## src/rtl/aud_pkg.sv

```systemverilog
// Shared types and defaults for the audio playback scheduler.
package aud_pkg;

  localparam int DEF_ADDR_W      = 20;
  localparam int DEF_COMMIT_SLOT = 20;

  typedef enum logic [1:0] {
    IDLE  = 2'd0,
    FETCH = 2'd1,
    READY = 2'd2,
    PAUSE = 2'd3
  } state_t;

  typedef enum logic [1:0] {
    NORMAL = 2'd0,
    FAST   = 2'd1,
    SLOW   = 2'd2
  } speed_mode_t;

  // Conflicting fast+slow selections fall back to normal speed.
  function automatic speed_mode_t decode_mode(input logic fast, input logic slow);
    if (fast && !slow) return FAST;
    if (slow && !fast) return SLOW;
    return NORMAL;
  endfunction

endpackage

```

## src/rtl/aud_lrck_tracker.sv

```systemverilog
// Follows the DAC LR clock and raises a one-cycle commit strobe once per frame,
// a fixed number of bclk periods into the right half.
module aud_lrck_tracker
  import aud_pkg::*;
#(
  parameter int COMMIT_SLOT = DEF_COMMIT_SLOT
) (
  input  logic bclk,
  input  logic rst_n,
  input  logic daclrck,
  output logic commit
);

  localparam int SW = $clog2(COMMIT_SLOT + 1);

  logic          lrck_q;
  logic [SW-1:0] slot;
  logic          rise;

  assign rise   = !lrck_q && daclrck;
  assign commit = daclrck && (slot == SW'(COMMIT_SLOT - 1));

  // The slot counter saturates so the commit slot cannot recur within one half.
  always_ff @(posedge bclk or negedge rst_n) begin
    if (!rst_n) begin
      lrck_q <= 1'b1;
      slot   <= '0;
    end else begin
      lrck_q <= daclrck;
      if (rise)
        slot <= '0;
      else if (daclrck && (slot != SW'(COMMIT_SLOT)))
        slot <= slot + 1'b1;
    end
  end

endmodule

```

## src/rtl/aud_play_sched.sv

```systemverilog
// Playback scheduler: fetches samples from memory ahead of each frame and
// hands them to the DAC serializer at the commit point, honouring speed modes.
module aud_play_sched
  import aud_pkg::*;
#(
  parameter int ADDR_W      = DEF_ADDR_W,
  parameter int COMMIT_SLOT = DEF_COMMIT_SLOT
) (
  input  logic              i_bclk,
  input  logic              i_rst_n,
  input  logic              i_daclrck,
  input  logic              i_start,
  input  logic              i_pause,
  input  logic              i_stop,
  input  logic              i_fast,
  input  logic              i_slow,
  input  logic [2:0]        i_speed,
  input  logic [ADDR_W-1:0] i_end_addr,
  output logic              o_mem_req,
  output logic [ADDR_W-1:0] o_mem_addr,
  input  logic              i_mem_ack,
  input  logic [15:0]       i_mem_rdata,
  output logic [15:0]       o_dac_data,
  output logic              o_player_en,
  output logic [1:0]        o_state,
  output logic              o_done,
  output logic              o_underrun
);

  state_t            state;
  logic [ADDR_W-1:0] addr;
  logic [2:0]        hold;
  logic [15:0]       sample_buf;
  logic              buf_valid;
  logic              stop_pend;
  logic              commit;
  logic              ack;
  speed_mode_t       mode;
  logic [ADDR_W:0]   next_addr;
  logic [2:0]        next_hold;
  logic              past_end;
  logic              end_hit;

  aud_lrck_tracker #(.COMMIT_SLOT(COMMIT_SLOT)) u_lrck (
    .bclk    (i_bclk),
    .rst_n   (i_rst_n),
    .daclrck (i_daclrck),
    .commit  (commit)
  );

  assign ack     = o_mem_req && i_mem_ack;
  assign mode    = decode_mode(i_fast, i_slow);
  assign o_state = state;

  // The extra address bit lets a step past the last sample be seen without wrapping.
  always_comb begin
    next_addr = {1'b0, addr} + 1'b1;
    next_hold = '0;
    case (mode)
      FAST: next_addr = {1'b0, addr} + {{(ADDR_W-2){1'b0}}, i_speed} + 1'b1;
      SLOW: begin
        if (hold != i_speed) begin
          next_addr = {1'b0, addr};
          next_hold = hold + 1'b1;
        end
      end
      default: ;
    endcase
    past_end = next_addr > {1'b0, i_end_addr};
    end_hit  = commit && (state == READY) && past_end;
  end

  always_ff @(posedge i_bclk or negedge i_rst_n) begin
    if (!i_rst_n) begin
      state       <= IDLE;
      addr        <= '0;
      hold        <= '0;
      sample_buf  <= '0;
      buf_valid   <= 1'b0;
      stop_pend   <= 1'b0;
      o_mem_req   <= 1'b0;
      o_mem_addr  <= '0;
      o_dac_data  <= '0;
      o_player_en <= 1'b0;
      o_done      <= 1'b0;
      o_underrun  <= 1'b0;
    end else begin
      o_done     <= 1'b0;
      o_underrun <= 1'b0;

      if (stop_pend && ack) begin
        o_mem_req <= 1'b0;
        stop_pend <= 1'b0;
      end

      case (state)
        IDLE: o_player_en <= 1'b0;
        FETCH: begin
          if (commit)
            o_underrun <= 1'b1;
          if (ack) begin
            sample_buf <= i_mem_rdata;
            buf_valid  <= 1'b1;
            o_mem_req  <= 1'b0;
            state      <= READY;
          end
        end
        READY: begin
          if (commit) begin
            o_dac_data  <= sample_buf;
            o_player_en <= 1'b1;
            buf_valid   <= 1'b0;
            hold        <= next_hold;
            if (past_end) begin
              state  <= IDLE;
              o_done <= 1'b1;
            end else begin
              addr       <= next_addr[ADDR_W-1:0];
              o_mem_addr <= next_addr[ADDR_W-1:0];
              o_mem_req  <= 1'b1;
              state      <= FETCH;
            end
          end
        end
        PAUSE: begin
          if (ack) begin
            sample_buf <= i_mem_rdata;
            buf_valid  <= 1'b1;
            o_mem_req  <= 1'b0;
          end
        end
        default: state <= IDLE;
      endcase

      // Commands come after the commit handling so they override its next state.
      if (i_stop) begin
        state       <= IDLE;
        addr        <= '0;
        hold        <= '0;
        buf_valid   <= 1'b0;
        o_player_en <= 1'b0;
        o_dac_data  <= '0;
        if (o_mem_req && !i_mem_ack)
          stop_pend <= 1'b1;
        else
          o_mem_req <= 1'b0;
      end else if (i_pause && (state == FETCH || state == READY) && !end_hit) begin
        state       <= PAUSE;
        o_player_en <= 1'b0;
      end else if (i_start && state == IDLE && !stop_pend) begin
        addr       <= '0;
        hold       <= '0;
        buf_valid  <= 1'b0;
        o_mem_addr <= '0;
        o_mem_req  <= 1'b1;
        state      <= FETCH;
      end else if (i_start && state == PAUSE) begin
        if (buf_valid || ack) begin
          state <= READY;
        end else begin
          state <= FETCH;
          if (!o_mem_req) begin
            o_mem_req  <= 1'b1;
            o_mem_addr <= addr;
          end
        end
      end
    end
  end

endmodule
```

## config.mk

```make
export PLATFORM = sky130hd
export DESIGN_NAME = aud_play_sched
export DESIGN_NICKNAME = d
export VERILOG_FILES = /design/src/rtl/aud_pkg.sv /design/src/rtl/aud_lrck_tracker.sv /design/src/rtl/aud_play_sched.sv
export SDC_FILE = /design/constraint.sdc
export NUM_CORES = 1
export LEC_CHECK = 0
export BUFFER_PORTS_ARGS = -buffer_cell sky130_fd_sc_hd__buf_2
export CORE_AREA = 8 8 111 113
export CTS_CLUSTER_SIZE = 30
export DETAILED_ROUTE_END_ITERATION = 8
export DIE_AREA = 0 0 119 121
export GPL_ROUTABILITY_DRIVEN = 0
export PLACE_DENSITY = 0.85
export SLEW_MARGIN = 30
export SYNTH_ARGS = -nofsm -noshare
export SYNTH_HDL_FRONTEND = slang
export SYNTH_SLANG_ARGS = --single-unit
```

## constraint.sdc

```tcl
create_clock -name i_bclk -period 6 [get_ports i_bclk]
set_input_delay 0.6 -clock i_bclk [delete_from_list [all_inputs] [get_ports i_bclk]]
set_output_delay 0.6 -clock i_bclk [all_outputs]
set_load 0.05 [all_outputs]
```

## Word-level counts from Yosys, hierarchy flattened

Index checks and enable logic that the tools add are counted.

- Flip-flop bits (word level): 89
- Input port bits: 48

- Add/sub/neg operators: 5
- Order comparisons: 1
- Equality and inequality tests: 11
- Multiplexer cells: 75
- Reductions and logical operators: 34

Operators with widths:

| operator | number |
|---|---|
| two-way mux 20 bit | 15 |
| two-way mux 16 bit | 3 |
| case mux 21 bit (2 select lines) | 1 |
| two-way mux 1 bit | 31 |
| two-way mux 2 bit | 11 |
| adder 20 x 1 -> 21 bit (second input constant) | 1 |
| adder 20 x 3 -> 21 bit | 1 |
| adder 21 x 1 -> 21 bit (second input constant) | 1 |
| greater-than comparator 21 x 20 -> 1 bit | 1 |
| two-way mux 21 bit | 1 |
| two-way mux 3 bit | 7 |
| logical AND 1 bit | 15 |
| inequality test 6 x 3 -> 1 bit (second input constant) | 2 |
| two-way mux 5 bit | 2 |
| == test 2 bit (second input constant) | 3 |
| zero test 1 bit | 6 |
| case mux 1 bit (2 select lines) | 3 |
| AND reduction 2 bit | 3 |
| nonzero test 2 bit | 3 |
| nonzero test 6 bit | 1 |
| adder 5 x 1 -> 5 bit (second input constant) | 1 |
| == test 5 bit (second input constant) | 1 |
| inequality test 5 bit (second input constant) | 1 |
| == test 2 x 1 -> 1 bit (second input constant) | 2 |
| 9 further kinds | 10 |

## Logic depth before layout (Yosys ltp)

- Word-level depth: 18
- Mapped depth: 21

## Hierarchy

A second synthesis with hierarchy kept.

- Cells, all modules: 627
- Area total of the unflattened synthesis: 5669.2 um^2

Modules (own cells, without submodules):

| module | instances | cells an instance | area an instance (um^2) | sequential area each (um^2) |
|---|---|---|---|---|
| aud_play_sched | 1 | 596 | 5341.4 | 2077.0 |
| aud_lrck_tracker | 1 | 31 | 327.8 | 151.4 |

## Least setup slack after synthesis

No wires, ideal clock.

- Path type: in2reg
- Start point: input i_fast
- End point: register o_mem_addr[15]
- Setup time: 0.136 ns
- Arrival: 4.324 ns
- Required time: 5.864 ns
- Slack: 1.540 ns
- Stages: 18
- Path buffers: 3
- Cells stage by stage: inv_1 ha_1 clkbuf_1 a31oi_1 nor2_1 a22oi_1 o311ai_0 ha_1 and2_1 a221o_1 a21oi_1 a31oi_1 a211oi_2 buf_2 buf_2 nand2_1 o211ai_1 a21oi_1

- Word-level cells in the longest chain between the ends: 18
- Elaborated cells between the ends (all ways): 25

RTL lines:

| element | line | source |
|---|---|---|
| start, declared | aud_play_sched.sv:15 | `input logic i_fast,` |
| zero test 1 bit | aud_pkg.sv:23 | `if (slow && !fast) return SLOW;` |
| logical AND 1 bit | aud_pkg.sv:23 |  |
| two-way mux 1 bit (2 in series) | aud_pkg.sv:23 |  |
| two-way mux 2 bit | aud_pkg.sv:24 | `return NORMAL;` |
| two-way mux 2 bit * | aud_pkg.sv:23 |  |
| == test 2 bit / == test 2 x 1 -> 1 bit (equally long branches) | aud_play_sched.sv:59 | `case (mode)` |
| case mux 21 bit (2 select lines) * | aud_play_sched.sv:59 |  |
| greater-than comparator 21 x 20 -> 1 bit | aud_play_sched.sv:69 | `past_end = next_addr > {1'b0, i_end_addr};` |
| two-way mux 20 bit | aud_play_sched.sv:114 | `if (past_end) begin` |
| two-way mux 20 bit | aud_play_sched.sv:109 | `if (commit) begin` |
| two-way mux 20 bit | aud_play_sched.sv:96 | `case (state)` |
| two-way mux 20 bit | aud_play_sched.sv:162 | `if (!o_mem_req) begin` |
| two-way mux 20 bit | aud_play_sched.sv:158 | `if (buf_valid \|\| ack) begin` |
| two-way mux 20 bit | aud_play_sched.sv:157 | `end else if (i_start && state == PAUSE) begin` |
| two-way mux 20 bit | aud_play_sched.sv:150 | `end else if (i_start && state == IDLE && !stop_pend) begin` |
| two-way mux 20 bit | aud_play_sched.sv:147 | `end else if (i_pause && (state == FETCH \|\| state == READY) && !end_hit) begin` |
| two-way mux 20 bit * | aud_play_sched.sv:136 | `if (i_stop) begin` |
| end signal, assigned | aud_play_sched.sv:119 | `o_mem_addr <= next_addr[ADDR_W-1:0];` |
| end signal, assigned | aud_play_sched.sv:164 | `o_mem_addr <= addr;` |
| end, declared | aud_play_sched.sv:20 | `output logic [ADDR_W-1:0] o_mem_addr,` |

Mark *: on every way between the ends. The rest lies on a longest branch, timed or not. The select of a mux whose other input is x is not followed.
A chain may end at the register's enable or synchronous reset.

## Worst setup path after layout

- Start point: register addr[0]
- End point: register o_mem_addr[5]

- Word-level cells in the longest chain between the ends: 13
- Elaborated cells between the ends (all ways): 18

RTL lines:

| element | line | source |
|---|---|---|
| start, declared | aud_play_sched.sv:31 | `logic [ADDR_W-1:0] addr;` |
| start signal, assigned | aud_play_sched.sv:118 | `addr <= next_addr[ADDR_W-1:0];` |
| adder 20 x 3 -> 21 bit / adder 20 x 1 -> 21 bit (equally long branches) | aud_play_sched.sv:60, aud_play_sched.sv:57 |  |
| adder 21 x 1 -> 21 bit / two-way mux 21 bit (equally long branches) | aud_play_sched.sv:60, aud_play_sched.sv:62 |  |
| case mux 21 bit (2 select lines) * | aud_play_sched.sv:59 |  |
| greater-than comparator 21 x 20 -> 1 bit | aud_play_sched.sv:69 |  |
| two-way mux 20 bit | aud_play_sched.sv:114 |  |
| two-way mux 20 bit | aud_play_sched.sv:109 |  |
| two-way mux 20 bit | aud_play_sched.sv:96 |  |
| two-way mux 20 bit | aud_play_sched.sv:162 |  |
| two-way mux 20 bit | aud_play_sched.sv:158 |  |
| two-way mux 20 bit | aud_play_sched.sv:157 |  |
| two-way mux 20 bit | aud_play_sched.sv:150 |  |
| two-way mux 20 bit | aud_play_sched.sv:147 |  |
| two-way mux 20 bit * | aud_play_sched.sv:136 |  |

Mark *: on every way between the ends. The rest lies on a longest branch, timed or not.

==> flow_summary.yaml <==
synthesis:
  netlist_area_um2: 5719
  ys_types: 66
  yosysWarnings: 0
  synth_edf_count: 0
  synth_area_leaders: "dfrtp_1 (39%), ha_1 (7.2%), nand2_1 (6.6%)"
  yosys_most_used_dff: "dfrtp_1"
  ys_seq_area_frac: 0.3896
  syn_nets: 758
  synthCells: 676
  synth-seq-cells: 89
  synthArstFlopShare: 1.000
  yosysTopAreaCell: "dfrtp_1"
  syn_avg_cell_area_um2: 8.460
  yosys.area.top_type_share: 0.3850
sta:
  hold_ws_ns: 0.2848
  setup_tns_ns: 0
  hold_viol: 0
  rsz0062_at_grt: "false"
  fmax_mhz: 195.1
  setup_viol: 0
  drv_slew: 0
  fin_ws_ns: 0.8744
  min_period_ns: 5.126
  worst_clock_skew_ns: 0.008593
  min_period_over_period: 0.8543
  worst_pin_slew_ns: 0.8912
  relSlewSlack: 0.4047
routing:
  num_vias: 5414
  drtAntennaViolNets: 0
  avgRoutedWirePerCell_um: 17.41
  first_pass_iters: 7
  avgViaCountPerCell: 6.076
  route.detailed.drc: 0
  first_iter_violations: 389
  wl_um: 15520
pwr:
  power_frac_clock: 0.265
  netSwitchingFraction: 0.3185
  ir_worst_vdd_mv: 0.2360
  intPower_uw: 963.9
  p_sw_uw: 450.5
  comb_power_share: 0.238
  power_density_nw_per_um2: 220.2
  power_mw: 1.414
  leakage_nw: 3.013
  power_frac_seq: 0.497
global_routing:
  grt_pass1_wl_um: 25790
  gr-total-overflow: 0
  grt_pass1_vias: 5336
  antenna_found_initial: 0
  groute.usage.overall: 0.2163
  grt_max_degree: 90
cts:
  htree_levels: 3
  clkLatencyLatePin_ns: 0.36
  cts_sinks: 89
  cts_hold_buf: 0
  post-cts-setup-buffers: 0
  root_buffer: "clkbuf_8"
  cts_tree: "built"
  cts_max_path_buffers: 2
  cts_resized: 0
  clk_pin_slew_ns: 0.08
  cts_buffers: 9
placed_design:
  post_dp_cell_area_um2: 6245
  hpwl_um: 11670
  portBuffers: 89
  place_ws_ns: 0.6935
  dp_cells: 875
finish:
  final_layout_size_suffix_gt1_frac: 0.1838
  final_nets: 828
  instances_no_fill: 891
  area.growth.synth_to_final_pct: 12.29
  final_area_um2: 6422
  n_antenna_cell: 0
  utilization: 0.6057
flow_run:
  drv_cap: 0
worst_setup_path:
  cp_data_required_time_ns: 6.22
  timing.rr.start: "addr[0]"
  reg2reg_to: "o_mem_addr[5]"
  path_cells: "inv_1 -> ha_1 -> inv_1 -> fa_1 -> a21oi_1 -> or4_1 -> o22ai_1 -> o22ai_1 -> inv_1 -> ha_1 -> and4_1 -> nand4_1 -> a31o_2 -> a31oi_1 -> a221oi_2 -> or4_1 -> o211ai_1 -> a21oi_1"
  slowest_stage: "or4_1"
  crit_path_frequent_cell: "inv_1"
  cp_top_family: "compound AO/OA/AOI/OAI gates"
  endpoint_kind: "flop"
  r2r.worst_path.cells: 18
  start_kind: "flop"
  crit_path_max_incr_delay_ns: 0.80
  crit_arrival_ns: 5.34
  r2r_slack_ns: 0.87
  worstPathMaxFanout: 14
  path_buf_inv: 3
  critPathKind: "reg2reg"
floorplanning:
  start_util: 0.5394
  fp.coreArea_um2: 10600
  fp.dieH_um: 121
  pin_count: 90
  rows: 38
  die_x_um: 119
  dieArea_um2: 14400
outcome:
  outcome: "complete, no violations"
worst_hold_path:
  hold_path.class: "in2async"
-- cells in the mapped netlist, types with 4 or more instances --
cell and instances:
a211oi_1 8, a21o_1 7, a21oi_1 70, a31oi_1 5
and2_1 5, buf_2 15, clkbuf_1 21, dfrtp_1 88
ha_1 33, inv_1 38, mux2_2 16, nand2_1 101
nand2b_1 16, nand3_1 14, nand4_1 13, nor2_1 58
nor2b_1 5, nor3_1 13, nor4_1 9, o211ai_1 15
o21ai_0 33, o22ai_1 7, o31ai_1 7, or3_1 7
xnor2_1 13, xor2_1 4
-- sequential cells by signal, summed over array words and instances, names as in the netlist, 2 cells and up --
register     cells
addr            20
sample_buf      16
u_lrck.slot      5
o_mem_addr      20
o_dac_data      16
hold             3
o_state          2
-- cell usage in the layout (no fill, tap or decap), types with 2 or more instances in the layout --
cell	n
or4_1	2
nand2b_1	16
clkbuf_1	3
nor3_1	13
xor2_1	4
nand3_1	14
a21oi_1	70
and4b_1	2
a221o_1	3
a211o_1	2
mux2_2	16
or3_1	7
ha_1	33
nand4_1	13
mux2i_1	3
buf_2	88
nor4_1	9
a22oi_1	2
dfrtp_1	88
clkbuf_8	11
a211oi_1	8
buf_4	8
nor2_1	58
a221oi_1	2
and3_1	3
xnor2_1	13
and2_1	5
a21o_1	7
o311ai_0	2
a31oi_1	5
inv_1	38
o31ai_1	7
o21ai_0	33
nor2b_1	5
nand2_1	100
o21a_1	2
o211ai_1	15
o221ai_1	3
o22ai_1	7
-- per-layer routing --
metal  wire length [um]  global-route usage
met5                  0                   0
met4                329              0.1043
met3               1639             0.04933
met2               7097              0.3404
met1               6449              0.2768
-- layout make-up --
class	instances	area [um2]
fillers	911	4180
multi-input cells	511	3189
flip-flops and latches	89	2228
repair buffers	97	511.7
well taps	140	175.2
clock buffers	14	162.7
inverters	38	142.6
clock inverters	2	12.51
-- worst register-to-register path, delay by kind of cell (launching register included) --
kind / cells / cell delay, ns
flops: 1 / 0.48
fa+ha+maj: 3 / 0.88
buf+inv: 3 / 0.24
compound gates: 8 / 1.98
simple gates: 4 / 1.41
-- power by group through the flow --
stage	Clock [mW]	Combinational, mW	Sequential, mW
final	0.375	0.337	0.703
after global routing	0.408	0.371	0.712
after CTS	0.383	0.336	0.702
after detailed placement	0	0.334	0.714
after global placement	0	0.322	0.709
after floorplan	0	0.206	0.740
-- kinds of logic (layout without fill, tap and decap cells) --
logic type | after synthesis | after routing | synth area share
buffers and inverters | 76 | 151 | 0.05447
muxes | 19 | 19 | 0.03675
xor gates and xnor gates | 17 | 17 | 0.02603
and+or+nand+nor | 262 | 262 | 0.2234
DFF | 89 | 89 | 0.3896
AOI/OAI and AO/OA | 179 | 179 | 0.1941
adders and majority gates | 34 | 34 | 0.07570
-- worst max path at each step --
stage	startpoint	to	slack [ns]	depth (start not counted)
floorplan	i_fast	o_mem_addr[15]	1.54	18
global placement	i_speed[0]	o_mem_addr[5]	0.90	19
finish	addr[0]	o_mem_addr[5]	0.87	18
CTS	addr[0]	o_mem_addr[5]	0.93	18
detailed placement	i_fast	o_mem_addr[5]	0.69	16
global route	addr[0]	o_mem_addr[14]	0.55	18
(Power assumes the default switching activity.)
